## src/rtl/side_road_detector_pkg.sv

```systemverilog
// rtl/side_road_detector_pkg.sv - shared light encodings and sensor defaults
// Shared with the highway/normal-road light controller.
//   light_e              : one-hot normal-road light code {red,green,yellow}
//   DEBOUNCE_CYC_DEFAULT : stable synchronized cycles before a loop level is accepted
//   MAX_QUEUE_DEFAULT    : queue count saturation value
package side_road_detector_pkg;

  typedef enum logic [2:0] {
    RED    = 3'b100,
    GREEN  = 3'b010,
    YELLOW = 3'b001
  } light_e;

  localparam int DEBOUNCE_CYC_DEFAULT = 4;
  localparam int MAX_QUEUE_DEFAULT    = 15;

endpackage

```

## src/rtl/side_road_detector_loop_debounce.sv

```systemverilog
// rtl/side_road_detector_loop_debounce.sv - 2-flop synchronizer plus debouncer for one inductive loop
// Ports:
//   clock  : system clock, rising edge
//   reset  : synchronous, active-high; clears sync flops, counter and level
//   raw    : asynchronous loop input, 1 = vehicle over loop
//   level  : accepted (debounced) loop level
//   rise   : high in the cycle whose closing edge flips level 0->1
//   fall   : high in the cycle whose closing edge flips level 1->0
// rise/fall are combinational so the consumer can act on the same edge that
// updates level.
module loop_debounce
  import side_road_detector_pkg::*;
#(
  parameter int DEBOUNCE_CYC = DEBOUNCE_CYC_DEFAULT
) (
  input  logic clock,
  input  logic reset,
  input  logic raw,
  output logic level,
  output logic rise,
  output logic fall
);

  localparam int CW = (DEBOUNCE_CYC > 1) ? $clog2(DEBOUNCE_CYC) : 1;

  logic          s1;
  logic          s2;
  logic [CW-1:0] cnt;
  logic          accept;

  // The synchronized value has differed from level long enough.
  assign accept = (s2 != level) && (cnt == CW'(DEBOUNCE_CYC - 1));
  assign rise   = accept && s2;
  assign fall   = accept && !s2;

  always_ff @(posedge clock) begin
    if (reset) begin
      s1    <= 1'b0;
      s2    <= 1'b0;
      cnt   <= '0;
      level <= 1'b0;
    end else begin
      s1 <= raw;
      s2 <= s1;
      if (s2 == level) begin
        // Any return to the accepted level discards a partial run.
        cnt <= '0;
      end else if (accept) begin
        level <= s2;
        cnt   <= '0;
      end else begin
        cnt <= cnt + CW'(1);
      end
    end
  end

endmodule

```

## src/rtl/side_road_detector.sv

```systemverilog
// rtl/side_road_detector.sv - side-road car-present detector with vehicle queue count
// Optional feature macro: RED_RUN_DETECT_EN (red-light-run flag).
// Ports:
//   clock       : system clock, rising edge
//   reset       : synchronous, active-high
//   arrive_raw  : raw upstream loop (asynchronous)
//   exit_raw    : raw stop-line loop (asynchronous)
//   normal      : controller's normal-road light, one-hot {red,green,yellow}
//   in          : registered car-present request, high while queue non-empty
//   queue_count : registered saturating count of waiting vehicles
//   underflow   : sticky, exit seen with an empty queue
//   red_run     : sticky, exit seen while light not green (0 unless RED_RUN_DETECT_EN)
module side_road_detector
  import side_road_detector_pkg::*;
#(
  parameter int DEBOUNCE_CYC = DEBOUNCE_CYC_DEFAULT,
  parameter int MAX_QUEUE    = MAX_QUEUE_DEFAULT,
  parameter int CNT_W        = 4
) (
  input  logic             clock,
  input  logic             reset,
  input  logic             arrive_raw,
  input  logic             exit_raw,
  input  logic [2:0]       normal,
  output logic             in,
  output logic [CNT_W-1:0] queue_count,
  output logic             underflow,
  output logic             red_run
);

  logic             arr_level, arr_rise, arr_fall;
  logic             ex_level, ex_rise, ex_fall;
  logic [CNT_W-1:0] next_count;
  logic             next_under;

  loop_debounce #(.DEBOUNCE_CYC(DEBOUNCE_CYC)) u_arrive (
    .clock (clock),
    .reset (reset),
    .raw   (arrive_raw),
    .level (arr_level),
    .rise  (arr_rise),
    .fall  (arr_fall)
  );

  // A vehicle leaves the queue when it clears the stop line (falling level).
  loop_debounce #(.DEBOUNCE_CYC(DEBOUNCE_CYC)) u_exit (
    .clock (clock),
    .reset (reset),
    .raw   (exit_raw),
    .level (ex_level),
    .rise  (ex_rise),
    .fall  (ex_fall)
  );

  always_comb begin
    next_count = queue_count;
    next_under = underflow;
    case ({arr_rise, ex_fall})
      2'b10: begin
        if (queue_count != CNT_W'(MAX_QUEUE)) next_count = queue_count + CNT_W'(1);
      end
      2'b01: begin
        if (queue_count != '0) next_count = queue_count - CNT_W'(1);
        else                   next_under = 1'b1;
      end
      default: ; // none, or simultaneous arrival and exit: count holds
    endcase
  end

  always_ff @(posedge clock) begin
    if (reset) begin
      queue_count <= '0;
      underflow   <= 1'b0;
      in          <= 1'b0;
    end else begin
      queue_count <= next_count;
      underflow   <= next_under;
      in          <= (next_count != '0);
    end
  end

`ifdef RED_RUN_DETECT_EN
  // Any non-one-hot light code is treated as not green.
  always_ff @(posedge clock) begin
    if (reset) red_run <= 1'b0;
    else if (ex_fall && (normal != GREEN)) red_run <= 1'b1;
  end

  logic unused_levels;
  assign unused_levels = ^{arr_level, arr_fall, ex_level, ex_rise};
`else
  assign red_run = 1'b0;

  // normal is kept on the port list for interface stability only.
  logic unused_levels;
  assign unused_levels = ^{arr_level, arr_fall, ex_level, ex_rise, normal};
`endif

endmodule

```

## config.mk

```make
export PLATFORM = sky130hd
export DESIGN_NAME = side_road_detector
export DESIGN_NICKNAME = d
export VERILOG_FILES = /design/src/rtl/side_road_detector_pkg.sv /design/src/rtl/side_road_detector_loop_debounce.sv /design/src/rtl/side_road_detector.sv
export SDC_FILE = /design/constraint.sdc
export NUM_CORES = 1
export LEC_CHECK = 0
export BUFFER_PORTS_ARGS = -buffer_cell sky130_fd_sc_hd__buf_2
export CORE_MARGIN = 2
export CORE_UTILIZATION = 40
export DETAILED_ROUTE_END_ITERATION = 7
export GPL_TIMING_DRIVEN = 0
export PLACE_DENSITY = 0.64
export SKIP_CTS_REPAIR_TIMING = 1
export SLEW_MARGIN = 10
export SYNTH_ARGS = -nofsm -noshare
export SYNTH_HDL_FRONTEND = slang
export SYNTH_HIERARCHICAL = 1
export SYNTH_SLANG_ARGS = --single-unit
```

## constraint.sdc

```tcl
create_clock -name clock -period 4.2 [get_ports clock]
set_input_delay 0.42 -clock clock [delete_from_list [all_inputs] [get_ports clock]]
set_output_delay 0.42 -clock clock [all_outputs]
set_load 0.1 [all_outputs]
```

==> results of run 1 <==
power groups by stage:
stage | registers, W | clock network (W) | logic [W]
6_report | 0.000155 | 0.0000978 | 0.0000112
5_1_grt | 0.000156 | 0.000112 | 0.0000120
4_1_cts | 0.000155 | 0.000103 | 0.0000113
3_5_place_dp | 0.000159 | 0 | 0.0000114
3_3_place_gp | 0.000158 | 0 | 0.0000110
2_1_floorplan | 0.000158 | 0 | 0.00000748
sequential cells by signal (all words and copies together) (netlist names):
signal / cells
u_exit/cnt: 2
u_arrive/level: 1
in: 1
u_exit/level: 1
u_exit/s2: 1
u_arrive/cnt: 2
u_arrive/s1: 1
u_exit/s1: 1
underflow: 1
queue_count: 4
u_arrive/s2: 1
layout by cell type (no fill, tap or decap):
master and n:
clkbuf_4 3, nand2b_1 3, buf_6 2, conb_1 1, nor2b_1 4, o21ai_0 1
xnor2_1 2, nand3_1 2, a31oi_1 4, nor4_1 2, nor3_1 1, a221oi_2 1
a41oi_1 1, ha_1 6, dfxtp_1 16, and4b_2 1, inv_1 7, nor3_2 1
or3b_2 1, nand4b_1 1, and4bb_2 1, buf_2 9, a21o_1 1, mux2_4 1
a21oi_1 5, buf_4 2, nand2_1 8, nor4b_2 2, and2b_1 1, and3b_2 1
clkbuf_8 1, o22ai_1 1, or4_1 2, nor2_1 6
path summary, 6_finish.rpt:
kind | cells past startpoint | endpoint | start | slack, ns
setup reg to reg | 10 | in | u_arrive/cnt[0] | 1.84
hold reg to reg | 1 | u_exit/cnt[0] | u_exit/cnt[0] | 0.43
hold / removal | 2 | u_arrive/s1 | arrive_raw | 0.35
setup / recovery | 10 | in | u_arrive/cnt[0] | 1.84
per-layer routing:
layer	vias up	share of wire	track usage
met5	-	0	0
met4	0	0	0.0278
met3	0	0.064	0.0552
met2	24	0.51	0.239
met1	294	0.43	0.159
li1	331	-	-
layout make-up:
cell class | instances | area, µm² | share of cell area
Sequential cell | 16 | 320 | 0.340
Clock buffer | 4 | 36.3 | 0.0386
Buffer | 4 | 37.5 | 0.0399
Tap cell | 27 | 33.8 | 0.0359
Timing Repair Buffer | 9 | 45.0 | 0.0479
Multi-Input combinational cell | 61 | 442 | 0.469
Inverter | 7 | 26.3 | 0.0279
per-stage QoR:
step / setup slack [ns] / utilization / hold WS [ns] / instances / instance area (µm²)
after floorplan: 1.65 / - / 0.404 / 88 / 826
after global placement: 1.90 / 0.461 / 0.414 / 124 / 905
after detailed placement: 1.84 / 0.461 / 0.422 / 124 / 905
after CTS: 1.83 / 0.480 / 0.336 / 128 / 941
after global routing: 1.64 / 0.480 / 0.340 / 128 / 941
final: 1.84 / 0.480 / 0.347 / 128 / 941
==> key figures, run 1 <==
Run status
  – Status: complete, no violations

Placement
  – DP Wirelength: 1.09 mm
  – IO buf count: 9
  – Routability Congestion: 0.839

Clocking
  – Clock sink count: 16
  – Root Driver: clkbuf_4
  – TritonCTS Buffers: 3
  – H-tree Lvls: 1
  – Clock slew at reported path FFs: 0.09 ns
  – Clk buf depth: 2
  – CTS tree: yes
  – Clk Latency, worst-skew pair: between 0.2 and 0.3 ns

Setup path
  – Worst Path Arrival: 2.52 ns
  – CP top delay family: simple AND/OR/NAND/NOR gates
  – Worst setup SP type: flop
  – WP buf/inv: 1
  – Slowest CP cell: or4_1
  – Worst-path cell chain: ha_1 > nand2_1 > nor2_1 > inv_1 > ha_1 > and4bb_2 > nand2b_1 > nand2_1 > a31oi_1 > or4_1
  – Crit-path max FO: 6
  – Max stage delay on crit path: 0.50 ns
  – Crit. End Element: flop
  – WP data required: roughly 4.4 ns
  – Crit Path Category: reg -> reg

Power
  – Switching share of power: 0.203
  – Clock network power share: 0.370
  – Leakage: ~0.39 nW
  – Psw: 0.0000537 W
  – Logic pwr share: 0.042
  – Int Pwr: about 0.00021 W
  – Cell area power density: 281 mW/mm²
  – Sequential power share: 0.587
  – Max IR drop VDD: 0.201 mV
  – Total power: approximately 0.00026 W

Cells and area
  – Syn-to-layout area delta: 13.9%
  – Share of cells above drive strength 1: 0.257
  – Antenna Cells: 0
  – Layout fillers: 222
  – Layout Nets: 115

STA
  – Period utilisation layout: 0.561
  – Fin crit period: 2.36 ns
  – TNS Setup: 0 ns
  – Max frequency: 0.425 GHz
  – Setup violators final: 0
  – Final Slew Violations: 0
  – Unrepaired setup endpoints after global routing: no
  – Final hold viol count: 0
  – Clock Skew: 0.00199 ns

Global routing
  – First-pass GRT wire length: 2.59 mm
  – Total gr overflow: 0
  – Vias in the first global route: 629
  – Initial antenna violation count: 0
  – Largest net degree at the start of global routing: 16
  – GR Util All Layers: 0.138

Logic synthesis
  – Synthesized area per cell: approximately 9.4 µm²
  – Syn nets: 101
  – Synthesized netlist cell count: 88
  – Yosys warnings: 6
  – Mapped Area: slightly above 800 µm²

Detailed routing
  – DRT antenna net count: 0
  – Drt drc: 0
  – Drt pass-1 iters: 4
  – DRT iter0 DRCs: 9
  – Avg Vias per Cell: 5.07
  – Drt total wl: 1.44 mm
  – Total number of vias: 649
  – WL/cell: 11.3 µm

Die
  – Die Y: 49.4 µm
  – Initial Util: 0.421
  – Rows: 16
  – Die X: roughly 49 µm
  – IO Pins: 14
  – Core area: 0.00196 mm²
  – Die area: approximately 0.0024 mm²

Flow run
  – # Max-Cap Violations: 0

Worst hold path
  – Hold WC Path Type: in -> reg
Note: power is estimated with default switching activity, not from simulation.
==> run 2, diff against run 1 <==
ABC_AREA = 1   (was unset)
clock period = 2.3 ns   (was 4.2 ns; I/O delays follow)
==> key figures, run 2 <==
Placement
  – Pre-CTS setup slack: 0.487 ns (-1.35 ns)
  – Area after DPL: 937 µm² (+3.6%)
  – Routability Congestion: 0.824 (-1.8%)
  – DP Wirelength: 1.13 mm (+3.8%)
  – IO buf count: 9 (unchanged)

Logic synthesis
  – Mapped Area: 858 µm² (+3.9%)
  – Yosys warnings: 6 (unchanged)
  – Synthesized netlist cell count: 123 (+40%)
  – Syn nets: 136 (+35%)
  – Synthesized area per cell: 6.98 µm² (-26%)

STA
  – Unrepaired setup endpoints after global routing: no
  – Final Slew Violations: 0 (unchanged)
  – Final hold viol count: 0 (unchanged)
  – Setup violators final: 0 (unchanged)
  – Max frequency: 0.550 GHz (+29%)
  – Period utilisation layout: 0.791 (+0.230)
  – TNS Setup: 0 ns (unchanged)
  – Worst setup margin: 0.481 ns (-1.36 ns)
  – Fin crit period: 1.82 ns (-0.536 ns)
  – Clock Skew: 0.00238 ns (+0.000388 ns)

Die
  – Die Y: 50.3 µm (+1.8%)
  – Die X: 50.3 µm (+1.8%)
  – Die area: 0.00253 mm² (+3.6%)
  – IO Pins: 14 (unchanged)
  – Rows: 16 (unchanged)
  – Initial Util: 0.429 (+0.00783)
  – Core area: 0.00200 mm² (+2.0%)

Setup path
  – Crit-path max FO: 7 (+1)
  – Crit Path Category: reg -> reg
  – WP data required: 2.48 ns (-1.88 ns)
  – Crit. End Element: flop
  – Worst setup SP type: flop
  – R2R depth: 11 (+1)
  – Worst Path Arrival: 2.00 ns (-0.52 ns)

Clocking
  – CTS tree: yes
  – H-tree Lvls: 1 (unchanged)
  – Clk Latency, worst-skew pair: 0.28 ns (about the same)
  – Root Driver: clkbuf_4
  – Clk buf depth: 2 (unchanged)
  – Clock slew at reported path FFs: 0.09 ns (about the same)
  – Clock sink count: 16 (unchanged)
  – TritonCTS Buffers: 3 (unchanged)

Worst hold path
  – Hold Crit Depth: 3 (+1)
  – Hold WC Path Type: in -> reg

Power
  – Cell area power density: 499 mW/mm² (+78%)
  – Max IR drop VDD: 0.396 mV (+97%)
  – Leakage: 0.488 nW (+26%)

Cells and area
  – Biggest regs: queue_count: 4 flops, u_arrive/cnt: 2 flops, u_exit/cnt: 2 flops
  – Antenna Cells: 0 (unchanged)
  – Layout Nets: 150 (+30%)
  – Most frequent cells in the layout: nand2_1 (29), inv_1 (25), dfxtp_1 (16)
  – Layout fillers: 214 (-3.6%)
  – Biggest register: queue_count
  – Final Util: 0.486 (+0.00666)
  – Share of cells above drive strength 1: 0.184 (-0.0736)
  – Commonest non-fill, non-tap cell in the layout: nand2_1
  – Fin area: 973 µm² (+3.5%)
  – Largest register FFs: 4 (unchanged)
  – Syn-to-layout area delta: 13.4%

Global routing
  – Largest net degree at the start of global routing: 13 (-3)
  – Vias in the first global route: 651 (+3.5%)
  – Initial antenna violation count: 0 (unchanged)
  – GR Util All Layers: 0.127 (-0.0103)
  – First-pass GRT wire length: 2.50 mm (-3.5%)
  – Total gr overflow: 0 (unchanged)

Detailed routing
  – Avg Vias per Cell: 4.37 (-14%)
  – WL/cell: 8.52 µm (-24%)
  – DRT antenna net count: 0 (unchanged)
  – DRT iter0 DRCs: 4 (-5)
  – Drt total wl: 1.39 mm (-3.8%)
  – Total number of vias: 712 (+9.7%)
  – Drt drc: 0 (unchanged)
  – Drt pass-1 iters: 2 (-2)

Run status
  – Status: complete, no violations

Flow run
  – # Max-Cap Violations: 0 (unchanged)
-- run 2: final timing paths --
kind,startpoint,to,slack (ns)
max,u_arrive/cnt[0],in,0.48
min,exit_raw,u_exit/s1,0.15
max reg2reg,u_arrive/cnt[0],in,0.48
min reg2reg,u_exit/s1,u_exit/s2,0.41
-- run 2: critical path, cell delays in order (launching register included) --
cell	delay, ns
dfxtp_1	0.34
ha_1	0.23
inv_1	0.06
nor2_1	0.14
inv_1	0.06
ha_1	0.30
inv_1	0.16
o21ai_1	0.12
nor2_2	0.11
nor2_2	0.05
a21oi_2	0.10
nand2_1	0.05
-- run 2: stage by stage --
stage / instances / hold slack (ns) / total power [W]
finish: 163 / 0.146 / 0.000485
global route: 163 / 0.142 / 0.000508
CTS: 163 / 0.131 / 0.000496
detailed placement: 159 / 0.397 / 0.000314
global placement: 159 / 0.390 / 0.000313
floorplan: 123 / 0.299 / 0.000306
-- run 2: final cells by class --
class                      count  area [µm²]  share of cell area
buffer                         2        18.8              0.0193
sequential                    16         320               0.329
multi-input combinational     79         422               0.433
timing repair buffer           9        45.0              0.0463
clock buffer                   4        36.3              0.0373
inverter                      26        97.6               0.100
tap                           27        33.8              0.0347
-- run 2: metal layers --
metal	share of wire	vias up	wire length [µm]	global-route usage
met5	0	-	0	0
met4	0	0	0	0.0270
met3	0.038	0	53	0.0357
met2	0.51	9	714	0.237
met1	0.45	302	619	0.143
li1	-	401	-	-
-- run 2: report_power, final --
group	internal, W	total (W)	switching [W]	leakage [nW]
sequential	0.000281	0.000283	0.00000186	0.130
clock	0.0000962	0.000178	0.0000820	0.0210
combinational	0.00000687	0.0000242	0.0000173	0.337
total	0.000384	0.000485	0.000101	0.488
==> run 3, diff against run 2 <==
ABC_AREA = 0   (was 1)
PLACE_DENSITY = 0.66   (was 0.64)
clock period = 1.56 ns   (was 2.3 ns; I/O delays follow)
==> key figures, run 3 (same netlist as run 1, synthesis figures left out) <==
Run status
  – Status: finished, violations left
  – Failing checks: negative setup slack

Worst hold path
  – Min-Delay Endpoint: u_exit/s1
  – Hold path start: exit_raw
  – Hold WC Path Type: in -> reg
  – Hold Crit Depth: 2 (-1)

Setup path
  – Reg-to-Reg End: in
  – Crit-path max FO: 5 (-2)
  – R2r setup slk: -0.48 ns (-0.96 ns)
  – Reg2reg start: u_exit/cnt[0]
  – Worst setup SP type: flop
  – R2R depth: 8 (-3)
  – Crit. End Element: flop
  – Crit Path Category: reg -> reg
  – WP data required: 1.72 ns (-0.76 ns)
  – Worst Path Arrival: 2.20 ns (+0.20 ns)

Cells and area
  – Layout Nets: 123 (-18%)
  – Biggest regs: queue_count: 4 flops, u_arrive/cnt: 2 flops, u_exit/cnt: 2 flops
  – Antenna Cells: 0 (unchanged)
  – Biggest register: queue_count
  – Commonest non-fill, non-tap cell in the layout: buf_4
  – Final std cells w/o fill: 136 (-17%)
  – Most frequent cells in the layout: buf_4 (10), buf_2 (9), dfxtp_1 (8)
  – Syn-to-layout area delta: 41.1%
  – Largest register FFs: 4 (unchanged)
  – Share of cells above drive strength 1: 0.532 (+0.348)

Power
  – Logic pwr share: 0.048 (-0.002)
  – Leakage: 0.451 nW (-7.6%)
  – Sequential power share: 0.628 (+0.045)
  – Clock network power share: 0.324 (-0.043)
  – Max IR drop VDD: 0.455 mV (+15%)
  – Switching share of power: 0.212 (+0.00321)
  – Psw: 0.000139 W (+37%)
  – Total power: 0.000655 W (+35%)
  – Cell area power density: 563 mW/mm² (+13%)
  – Int Pwr: 0.000517 W (+34%)

Clocking
  – Clock sink count: 16 (unchanged)
  – Clock slew at reported path FFs: 0.09 ns (about the same)
  – Root Driver: clkbuf_4
  – TritonCTS Buffers: 3 (unchanged)
  – Clk buf depth: 2 (unchanged)
  – Clk Latency, worst-skew pair: 0.27 ns (about the same)
  – CTS tree: yes
  – H-tree Lvls: 1 (unchanged)

STA
  – Period utilisation layout: 1.31 (+0.519)
  – Unrepaired setup endpoints after global routing: yes
  – Clock Skew: 0.00820 ns (+0.00582 ns)
  – Worst setup margin: -0.484 ns (-0.964 ns)
  – Final Slew Violations: 0 (unchanged)
  – Setup violators final: 3 (+3)
  – Fin Hold WS: 0.0914 ns (-0.0544 ns)
  – Final hold viol count: 0 (unchanged)
  – Max frequency: 0.489 GHz (-11%)
  – Fin crit period: 2.04 ns (+0.224 ns)
  – TNS Setup: -0.824 ns (-0.824 ns)

Die
  – Rows: 16 (unchanged)
  – Initial Util: 0.421 (-0.00783)
  – Die Y: 49.4 µm (-1.8%)
  – Die area: 0.00244 mm² (-3.5%)
  – IO Pins: 14 (unchanged)
  – Core area: 0.00196 mm² (-2.0%)
  – Die X: 49.4 µm (-1.8%)

Global routing
  – Largest net degree at the start of global routing: 16 (+3)
  – GR Util All Layers: 0.137 (+0.00980)
  – Initial antenna violation count: 0 (unchanged)
  – Total gr overflow: 0 (unchanged)
  – First-pass GRT wire length: 2.61 mm (+4.2%)
  – Vias in the first global route: 612 (-6.0%)

Flow run
  – # Max-Cap Violations: 0 (unchanged)

Placement
  – Pre-CTS setup slack: -0.520 ns (-1.01 ns)
  – Routability Congestion: 0.778 (-5.6%)
  – IO buf count: 9 (unchanged)
  – Placed Cells: 124 (-22%)
  – DP Wirelength: 1.19 mm (+5.2%)

Detailed routing
  – DRT antenna net count: 0 (unchanged)
  – Drt total wl: 1.68 mm (+21%)
  – Drt pass-1 iters: 4 (+2)
  – WL/cell: 12.3 µm (+45%)
  – Drt drc: 0 (unchanged)
  – Avg Vias per Cell: 5.01 (+15%)
  – Total number of vias: 681 (-4.4%)
  – DRT iter0 DRCs: 10 (+6)
[run 3: cell types whose count changed in the layout (fill, tap and decap cells not counted), sizes merged, moves of 3 or more]
cell,delta
o21ai,-4
nor2,-12
nor2b,+4
buf,+10
nand3,-8
nand2b,+3
inv,-19
nand2,-22
a31oi,+4
[run 3: stage by stage]
step / area [µm²] / utilization
2_1_floorplan: 927 / -
3_3_place_gp: 1010 / 0.513
3_5_place_dp: 1010 / 0.513
4_1_cts: 1030 / 0.526
5_1_grt: 1160 / 0.594
6_report: 1160 / 0.594
[run 3: per-layer routing]
layer / GRT usage / part of all wire
met1: 0.166 / 0.45
met2: 0.236 / 0.52
met3: 0.0184 / 0.016
met4: 0.0694 / 0.010
met5: 0 / 0
[run 3: worst max-delay path by stage]
stage | to | startpoint | slack (ns)
floorplan | in | u_exit/cnt[1] | -0.39
detailed placement | in | u_arrive/cnt[0] | -0.52
CTS | in | u_arrive/cnt[0] | -0.53
global placement | in | u_arrive/cnt[0] | -0.48
global route | in | u_exit/cnt[0] | -0.58
finish | in | u_exit/cnt[0] | -0.48
[run 3: area by class of cell]
class                   instances  area, µm²
clock buffers                   4       26.3
repair buffers                 18        116
fillers                       185        797
flip-flops and latches         16        340
multi-input cells              61        596
well taps                      27       33.8
inverters                       7       26.3
plain buffers                   3       26.3
[run 3: critical path: stages (launching register included)]
cell and delay, ns:
dfxtp_2 0.34, ha_4 0.16, and3b_2 0.22, ha_4 0.18, and4bb_2 0.23, nand2b_4 0.15, nand2_4 0.06, a31oi_4 0.08
or4_1 0.50
[run 3: power by group through the flow]
stage               Sequential [W]  Clock, W  Combinational, W
detailed placement        0.000421         0         0.0000307
finish                    0.000412  0.000212         0.0000314
global placement          0.000421         0         0.0000302
CTS                       0.000411  0.000225         0.0000307
floorplan                 0.000420         0         0.0000203
global route              0.000412  0.000240         0.0000340
